<file path="config.mk">
export PLATFORM = sky130hd
export DESIGN_NAME = fpu_result_buffer
export DESIGN_NICKNAME = d
export VERILOG_FILES = /design/src/rtl/fpu_pkg.sv /design/src/rtl/fpu_result_ram.sv /design/src/rtl/fpu_result_buffer.sv
export SDC_FILE = /design/constraint.sdc
export NUM_CORES = 1
export LEC_CHECK = 0
export ABC_AREA = 1
export CAP_MARGIN = 10
export CORE_ASPECT_RATIO = 1.5
export CORE_MARGIN = 2
export CORE_UTILIZATION = 40
export CTS_BUF_LIST = sky130_fd_sc_hd__clkbuf_2
export DETAILED_ROUTE_END_ITERATION = 7
export SYNTH_ARGS = -nofsm -noshare
export SYNTH_HDL_FRONTEND = slang
export SYNTH_SLANG_ARGS = --single-unit
export TNS_END_PERCENT = 10
</file>
<file path="constraint.sdc">
create_clock -name clk -period 5.3 [get_ports clk]
set_input_delay 1.06 -clock clk [delete_from_list [all_inputs] [get_ports clk]]
set_output_delay 1.06 -clock clk [all_outputs]
set_load 0.005 [all_outputs]
</file>
<file path="src/rtl/fpu_pkg.sv">
`default_nettype none
// +--------------------------------------------------------------------+
// | Package : fpu_pkg                                                  |
// | Shared FPU result types: half-precision word and exception flags.  |
// | Revision: 1.0                                                      |
// +--------------------------------------------------------------------+
package fpu_pkg;

  localparam int FP16_W = 16;

  typedef logic [FP16_W-1:0] fp16_t;

  typedef struct packed {
    logic overflow;
    logic underflow;
    logic inexact;
  } fpu_flags_t;

  // Tag is appended by users because its width is a per-instance parameter
  typedef struct packed {
    fp16_t      result;
    fpu_flags_t flags;
  } fpu_result_t;

endpackage : fpu_pkg
`default_nettype wire

</file>
<file path="src/rtl/fpu_result_ram.sv">
`default_nettype none
// +--------------------------------------------------------------------+
// | Module  : fpu_result_ram                                           |
// | Result storage: one synchronous write port, one async read port.   |
// | Revision: 1.0                                                      |
// +--------------------------------------------------------------------+
module fpu_result_ram #(
  parameter int DEPTH = 16,
  parameter int WIDTH = 27
) (
  input  logic                     clk,
  input  logic                     i_wr_en,
  input  logic [$clog2(DEPTH)-1:0] i_wr_addr,
  input  logic [WIDTH-1:0]         i_wr_data,
  input  logic [$clog2(DEPTH)-1:0] i_rd_addr,
  output logic [WIDTH-1:0]         o_rd_data
);

  logic [WIDTH-1:0] r_mem [DEPTH];

  // Storage is never reset; validity is tracked by the owner's level count
  always_ff @(posedge clk) begin
    if (i_wr_en) begin
      r_mem[i_wr_addr] <= i_wr_data;
    end
  end

  assign o_rd_data = r_mem[i_rd_addr];

endmodule : fpu_result_ram
`default_nettype wire

</file>
<file path="src/rtl/fpu_result_buffer.sv">
`default_nettype none
// +--------------------------------------------------------------------+
// | Module  : fpu_result_buffer                                        |
// | FWFT FIFO for FPU results with drop-on-full counting and sticky    |
// | exception flags.                                                   |
// | Revision: 1.0                                                      |
// +--------------------------------------------------------------------+
module fpu_result_buffer
  import fpu_pkg::*;
#(
  parameter int DEPTH = 16,
  parameter int TAG_W = 8,
  parameter int CNT_W = 8
) (
  input  logic                       clk,
  input  logic                       reset,
  input  logic                       in_valid,
  input  logic [FP16_W-1:0]          in_result,
  input  logic [2:0]                 in_flags,
  input  logic [TAG_W-1:0]           in_tag,
  output logic                       out_valid,
  input  logic                       out_ready,
  output logic [FP16_W-1:0]          out_result,
  output logic [2:0]                 out_flags,
  output logic [TAG_W-1:0]           out_tag,
  output logic [$clog2(DEPTH):0]     level,
  output logic                       full,
  output logic [2:0]                 sticky_flags,
  input  logic                       clr_sticky,
  output logic [CNT_W-1:0]           drop_cnt
);

  localparam int PTR_W   = $clog2(DEPTH);
  localparam int LVL_W   = PTR_W + 1;
  localparam int ENTRY_W = $bits(fpu_result_t) + TAG_W;

  localparam logic [LVL_W-1:0] c_FULL_LEVEL = LVL_W'(DEPTH);

  logic [PTR_W-1:0] r_wr_ptr;
  logic [PTR_W-1:0] r_rd_ptr;
  logic [LVL_W-1:0] r_level;
  logic [2:0]       r_sticky;
  logic [CNT_W-1:0] r_drop_cnt;

  logic             w_full;
  logic             w_not_empty;
  logic             w_push;
  logic             w_pop;
  logic             w_drop;

  fpu_result_t      w_wr_entry;
  fpu_result_t      w_head;
  logic [TAG_W-1:0] w_head_tag;
  logic [ENTRY_W-1:0] w_rd_data;

  // Level register alone decides empty/full; pointers only address storage
  assign w_full      = (r_level == c_FULL_LEVEL);
  assign w_not_empty = (r_level != '0);
  assign w_pop       = w_not_empty && out_ready;
  assign w_push      = in_valid && (!w_full || w_pop);
  assign w_drop      = in_valid && w_full && !w_pop;

  assign w_wr_entry.result = in_result;
  assign w_wr_entry.flags  = in_flags;

  fpu_result_ram #(
    .DEPTH (DEPTH),
    .WIDTH (ENTRY_W)
  ) u_ram (
    .clk       (clk),
    .i_wr_en   (w_push),
    .i_wr_addr (r_wr_ptr),
    .i_wr_data ({w_wr_entry, in_tag}),
    .i_rd_addr (r_rd_ptr),
    .o_rd_data (w_rd_data)
  );

  assign {w_head, w_head_tag} = w_rd_data;

  // Pointers and occupancy; pointer increments wrap naturally at DEPTH
  always_ff @(posedge clk) begin
    if (!reset) begin
      r_wr_ptr <= '0;
      r_rd_ptr <= '0;
      r_level  <= '0;
    end else begin
      if (w_push) r_wr_ptr <= r_wr_ptr + 1'b1;
      if (w_pop)  r_rd_ptr <= r_rd_ptr + 1'b1;
      case ({w_push, w_pop})
        2'b10:   r_level <= r_level + 1'b1;
        2'b01:   r_level <= r_level - 1'b1;
        default: r_level <= r_level;
      endcase
    end
  end

  // Saturating count of results lost because the buffer was full
  always_ff @(posedge clk) begin
    if (!reset) begin
      r_drop_cnt <= '0;
    end else if (w_drop && (r_drop_cnt != '1)) begin
      r_drop_cnt <= r_drop_cnt + 1'b1;
    end
  end

  // Sticky flags see every valid result, dropped or not; new flags beat clear
  always_ff @(posedge clk) begin
    if (!reset) begin
      r_sticky <= '0;
    end else begin
      r_sticky <= (clr_sticky ? 3'b000 : r_sticky) | (in_valid ? in_flags : 3'b000);
    end
  end

  // Head data is zeroed while empty so idle outputs are deterministic
  always_comb begin
    out_valid  = w_not_empty;
    out_result = '0;
    out_flags  = '0;
    out_tag    = '0;
    if (w_not_empty) begin
      out_result = w_head.result;
      out_flags  = w_head.flags;
      out_tag    = w_head_tag;
    end
  end

  assign level        = r_level;
  assign full         = w_full;
  assign sticky_flags = r_sticky;
  assign drop_cnt     = r_drop_cnt;

endmodule : fpu_result_buffer
`default_nettype wire

</file>
**After elaboration in Yosys (flattened, before gate mapping)**

Memory sizes are Yosys's and may differ from the RTL's. A register that Yosys moved wholly into a read port is not among the register bits.
Cells that the tools add are included.

- Output and inout bits: 45
- Register bits: 24
- Memories: 1
- Bits of input ports: 32
- Word-level logic and storage cells: 36
- Memory bits (writable): 432

- Bitwise logic cells: 1
- Reduce and logical (&&, ||, !) cells: 10
- Multiplexer cells: 10
- Eq/ne operators: 4
- $add $sub $neg: 5

Memories:

| name | words | bits a word | rd ports | clocked after Yosys merged registers in | write ports | line | source |
|---|---|---|---|---|---|---|---|
| u_ram.r_mem | 16 | 27 | 1 | 1 | 1 | fpu_result_ram.sv:19 | `logic [WIDTH-1:0] r_mem [DEPTH];` |

Operators with widths:

| cell | count |
|---|---|
| 2-to-1 mux 16 bit | 1 |
| one-hot mux 5 bit (2 select lines) | 1 |
| 2-to-1 mux 3 bit | 3 |
| adder 4 x 1 -> 4 bit (second input constant) | 2 |
| adder 8 x 1 -> 8 bit (second input constant) | 1 |
| 2-to-1 mux 4 bit | 2 |
| 2-to-1 mux 8 bit | 1 |
| != test 8 bit (second input constant) | 1 |
| adder 5 x 1 -> 5 bit (second input constant) | 1 |
| equality test 5 bit (second input constant) | 1 |
| logical AND 1 bit | 5 |
| nonzero test 5 bit | 1 |
| subtractor 5 x 1 -> 5 bit (second input constant) | 1 |
| bitwise OR 3 bit | 1 |
| equality test 2 x 1 -> 1 bit (second input constant) | 1 |
| equality test 2 bit (second input constant) | 1 |
| zero test 1 bit | 2 |
| 2-to-1 mux 1 bit | 2 |
| nonzero test 2 bit | 1 |
| logical OR 1 bit | 1 |

**Depth between registers and ports, before layout**

- Depth after elaboration: 6
- Mapped depth: 15
- Gate-level depth less buffers: 15

**Cells and area by module**

Synthesis repeated with hierarchy kept, for this count alone.

- Cell total of the unflattened synthesis: 2006
- Area, all modules: 20036.7 um^2

By module, submodules not included:

| module | cells an instance | area an instance (um^2) | seq. area each (um^2) | times used |
|---|---|---|---|---|
| fpu_result_ram | 1764 | 18524.0 | 12972.4 | 1 |
| fpu_result_buffer | 242 | 1512.7 | 480.5 | 1 |

**Least setup slack after synthesis**

Ideal clock, no wire load.

- Path type: input -> register
- Start: input out_ready
- End: memory u_ram.r_mem[11][0] (enable)
- Library setup time: 0.411 ns
- Data required time: 4.889 ns
- Setup slack: 2.175 ns
- Arrival: 2.714 ns
- Stages on the path: 6
- Buffers on the path: 0
- Cell sequence: nand2_2 > nand2_2 > nand2_1 > inv_1 > nand2_1 > nor2_1

- Word-level cells in the longest chain between the ends: 5

RTL lines:

| element | line | source |
|---|---|---|
| start, declared | fpu_result_buffer.sv:22 | `input logic out_ready,` |
| logical AND 1 bit | fpu_result_buffer.sv:59 | `assign w_pop = w_not_empty && out_ready;` |
| logical OR 1 bit | fpu_result_buffer.sv:60 | `assign w_push = in_valid && (!w_full \|\| w_pop);` |
| logical AND 1 bit | fpu_result_buffer.sv:60 |  |
| 2-to-1 mux 1 bit | fpu_result_ram.sv:23 | `if (i_wr_en) begin` |
| 2-to-1 mux 1 bit (implied by the code) | fpu_result_ram.sv:24 | `r_mem[i_wr_addr] <= i_wr_data;` |
| end, declared | fpu_result_ram.sv:19 |  |

No other way between the ends.

==> results by stage <==
Synth:
- The share of flip-flops with an asynchronous set or reset is 0%.
- The post-synthesis sequential area ratio is 74.7%.
- The post-synthesis sequential element count is 460.
- The netlist area before placement is between 0.015 and 0.02 sq mm.
- Yosys mapped a number of flops with a built-in enable equal to between 400 and 500.
- The number of nets handed over by synthesis was ~1400.
- The warning count from the yosys run is 0.
- The cell count after synthesis came out at about 1400.
- The dominant register cell in the synthesized netlist is edfxtp_1.
- A synthesized cell averages around 13 sq um.
- Synthesis instantiated 32 different standard cells from the library.

Worst hold path:
- The end point of the worst hold path is drop_cnt[4].
- The number of instances on the worst hold path is 2.
- The min-delay analysis places its worst path in the category reg -> reg.
- The startpoint identified for the worst hold timing path is drop_cnt[4].

Floorplanning:
- The total area inside the core boundary comes to around 0.045 sq mm.
- Pin placement for this block handled between 70 and 80 I/O pins.
- The die covers 0.0470 sq mm.
- The number of core rows is between 90 and 100.
- The initial utilization of the core area, before any placement, comes to about two fifths.
- The die span in x is 178 um.
- The die is between 200 and 300 um tall.

STA:
- The final period demand of the worst path is approximately 5.0 ns.
- Setup repair after global routing left no endpoint under its margin.
- The achievable clock frequency is 199 MHz.
- Setup violations remaining at the end of the flow were counted as 0.
- The final clock period utilization by the worst path is about 95%.
- Across all setup checks in the final design, the least slack found is between 0.2 and 0.3 ns.
- The count of final hold-check violations is 0.
- In this run the tightest slew margin relative to its limit is around two fifths.
- The number of max-slew violations in the final report is 0.
- Adding up every negative setup slack in the final design gives 0 ns.
- The worst clock skew on the final layout is between 0.08 and 0.09 ns.
- For the pin with the worst max-slew slack, the measured transition is ~0.9 ns.

Outcome:
- The run finished with clean final reports.

Final layout:
- The non-filler instance count after layout is ~2200.
- The number of fill cells in the layout is 4073.
- The share of layout cells above drive strength 1 is 15.4%.
- The net count of the finished layout is between 1500 and 2000.
- Compared with the post-synthesis result, the final layout area differs by 14.1%.
- The share of the core filled with cells is a little under half.
- Summing all flip-flop and latch instances after layout gives around 0.014 sq mm.
- Summing all multi-input logic gate instances after layout gives between 0.004 and 0.005 sq mm.

Power and ir drop:
- The internal power of the cells totals between 5 and 6 mW.
- The part of the total power dissipated in combinational logic is roughly a fifth.
- Of the total power, registers draw between 50% and 60%.
- The analysis attributes to net switching a power of roughly 2.5 mW.
- Of the total power, the share spent switching nets is between 30 and 40%.
- The worst supply voltage drop on vdd is ~0.21 mV.
- Summed over all cells, the static leakage comes to between 6 and 7 nW.
- Per report_power, the clock group accounts for 28.2% of the total.
- The overall power is a little over 8 mW.
- The power density of the placed cells is about 400 mW/mm^2.

Global route:
- The first-pass GRT wire length is 70500 um.
- The number of global-route vias before repair came to ~12000.
- The number of antenna violations at the first check in global routing is 3.
- The pin count of the biggest net entering global routing is 90.
- The global routing usage summed across all routing layers is 20.0%.
- For this run the aggregate overflow at the end of global routing stands at 0.

Placed design:
- The number of buffer cells added on primary ports is 76.
- At the end of routability-driven placement, the weighted congestion stood at 0.763.
- The worst slack at placement is 1.32 ns.
- The number of cells in the design after placement is 1985.
- Detailed placement finished with a half-perimeter wire length of 24800 um.

Clocking:
- For this design, the sink count on the clock tree is 460.
- The clock transition at the registers of the reported paths is 0.12 ns.
- The clock root buffer is clkbuf_2.
- In this run the number of H-tree levels came out at 3.
- The number of buffers created by CTS is roughly 100.
- For this design, the CTS-stage hold fixing added 0 buffers.
- The clock latency of the later-clocked register in the worst-skew pair is roughly 1.1 ns.
- The quantity of gates resized following cts is 0.
- TritonCTS built the clock tree.
- The worst-case clock buffer depth is 3.
- The post-CTS setup repair buffer count is 0.

Critical path:
- The setup slack on the worst flop-to-flop path is around 2.6 ns.
- The critical path is of the reg -> out type.
- The worst endpoint data arrival time is approximately 4.0 ns.
- STA classifies the critical path endpoint as an output port.
- The endpoint identified for the worst register-to-register timing path is u_ram.r_mem[7][11].
- The largest fanout on the critical path is 65.
- For the worst setup path, the data required time is between 4 and 5 ns.
- The critical path startpoint category is a flip-flop.
- The launch instance of the worst register-to-register path is level[2].
- The worst reg-to-reg path cell count is 9.

Routing:
- The post-detailed-route DRC marker count is 0.
- The routed design has around 47000 um of wire.
- The post-detailed-route via-to-cell ratio is approximately 5.5.
- In the final routed layout, each cell accounts on average for roughly 22 um.
- The number of antenna-violating nets in the routed design is 0.
- The first detailed-routing pass ran for 5 iterations.
- The count of vias placed by the detailed router is 12032.
- The initial detailed-routing violation count is ~940.

Job:
- The max-cap violation count is 0.
## worst max-delay path by stage
stage / cells after the start / start / end / slack [ns]
floorplan: 6 / out_ready / u_ram.r_mem[11][0] / 2.18
global placement: 9 / flip-flop / out_tag[0] / 1.35
detailed placement: 7 / flip-flop / out_result[10] / 1.32
CTS: 7 / flip-flop / out_result[10] / 0.19
global route: 7 / flip-flop / out_result[10] / 0.02
finish: 6 / flip-flop / out_result[13] / 0.27
## stage by stage
step	hold WS, ns	instance area [sq um]
after floorplan	0.453	18100
final	0.467	20700
after CTS	0.473	20600
after global placement	0.461	19700
after detailed placement	0.458	19700
after global routing	0.491	20700
## flip-flops by register name, summed over array words and instances, names as in the netlist, named ones only
signal	cells
u_ram.r_mem	432
drop_cnt	8
level	5
r_rd_ptr	4
r_wr_ptr	4
sticky_flags	3
## logic make-up after synthesis
| logic type | synth area share [%] |
|---|---|
| AO/OA/AOI/OAI | 12.9 |
| XOR/XNOR | 0.0968 |
| adder cells (fa/ha/maj) | 0.553 |
| buffers and inverters | 2.90 |
| flip-flops | 74.7 |
| AND/OR/NAND/NOR | 8.76 |
## final cells by class
type	count	area share [%]
flip-flops and latches	460	65.5
multi-input cells	795	20.2
repair buffers	112	5.29
clock buffers	159	3.85
well taps	582	3.52
clock inverters	32	0.908
inverters	37	0.696
diodes	1	0.0121
## synthesized netlist by cell type, drive strengths merged (2+ instances only)
| master | number | area share [%] |
|---|---|---|
| dfxtp | 28 | 3.1 |
| o21ai | 245 | 6.8 |
| nand4 | 7 | 0.24 |
| o22ai | 30 | 1.0 |
| nand3 | 51 | 1.5 |
| o221ai | 78 | 3.8 |
| nor3 | 2 | 0.12 |
| clkbuf | 55 | 1.1 |
| nor2 | 281 | 5.9 |
| clkinv | 3 | 0.069 |
| inv | 34 | 0.70 |
| xnor2 | 2 | 0.097 |
| edfxtp | 432 | 72 |
| nand2 | 43 | 0.95 |
| a21oi | 43 | 1.2 |
| buf | 34 | 0.98 |
| ha | 8 | 0.55 |
## power groups by stage
stage	registers, mW	clock network, mW	logic (mW)
5_1_grt	4.15	2.49	1.82
2_1_floorplan	4.16	0	0.966
4_1_cts	4.16	2.32	1.64
6_report	4.14	2.27	1.65
3_5_place_dp	4.24	0	1.63
3_3_place_gp	4.24	0	1.60
## placed cells by master, fill, tap and decap left out
cell	netlist	layout
a31o_2	1	1
clkinv_2	1	6
inv_1	28	28
dfxtp_2	0	1
clkinvlp_4	0	2
a21oi_1	43	43
inv_6	0	1
nor3b_2	1	1
o21a_1	1	1
clkbuf_2	0	159
xnor2_1	2	2
nand2_1	39	39
a211oi_1	1	1
nand4_1	7	7
buf_4	4	31
dfxtp_4	0	2
buf_12	0	5
nand2_2	4	4
o22ai_1	30	30
o211ai_1	1	1
o221ai_1	78	78
o21ai_0	196	196
nor2_4	1	17
nand3_1	50	50
nor3_1	1	1
ha_1	8	8
edfxtp_1	432	432
clkdlybuf4s50_1	0	76
bufinv_16	0	2
nor2_2	3	3
nor2_1	277	261
diode_2	0	1
clkinv_1	2	22
dfxtp_1	28	25
nand3_4	1	1
nor3_4	1	1
inv_2	6	8
o21ai_1	49	49
## critical path: stages (launching register included)
cell and delay, ns:
dfxtp_4 0.71, buf_4 0.70, o21ai_0 0.22, o221ai_1 0.23, nand3_1 0.11, a21oi_1 0.36
clkdlybuf4s50_1 0.59
## routing by layer
metal / GRT usage [%] / vias up / routed length (um)
met5: 0 / - / 24
met4: 7.84 / 4 / 1170
met3: 3.79 / 82 / 2970
met2: 33.6 / 457 / 23800
met1: 25.5 / 5981 / 19300
li1: - / 5508 / -
(Power assumes the default switching activity.)
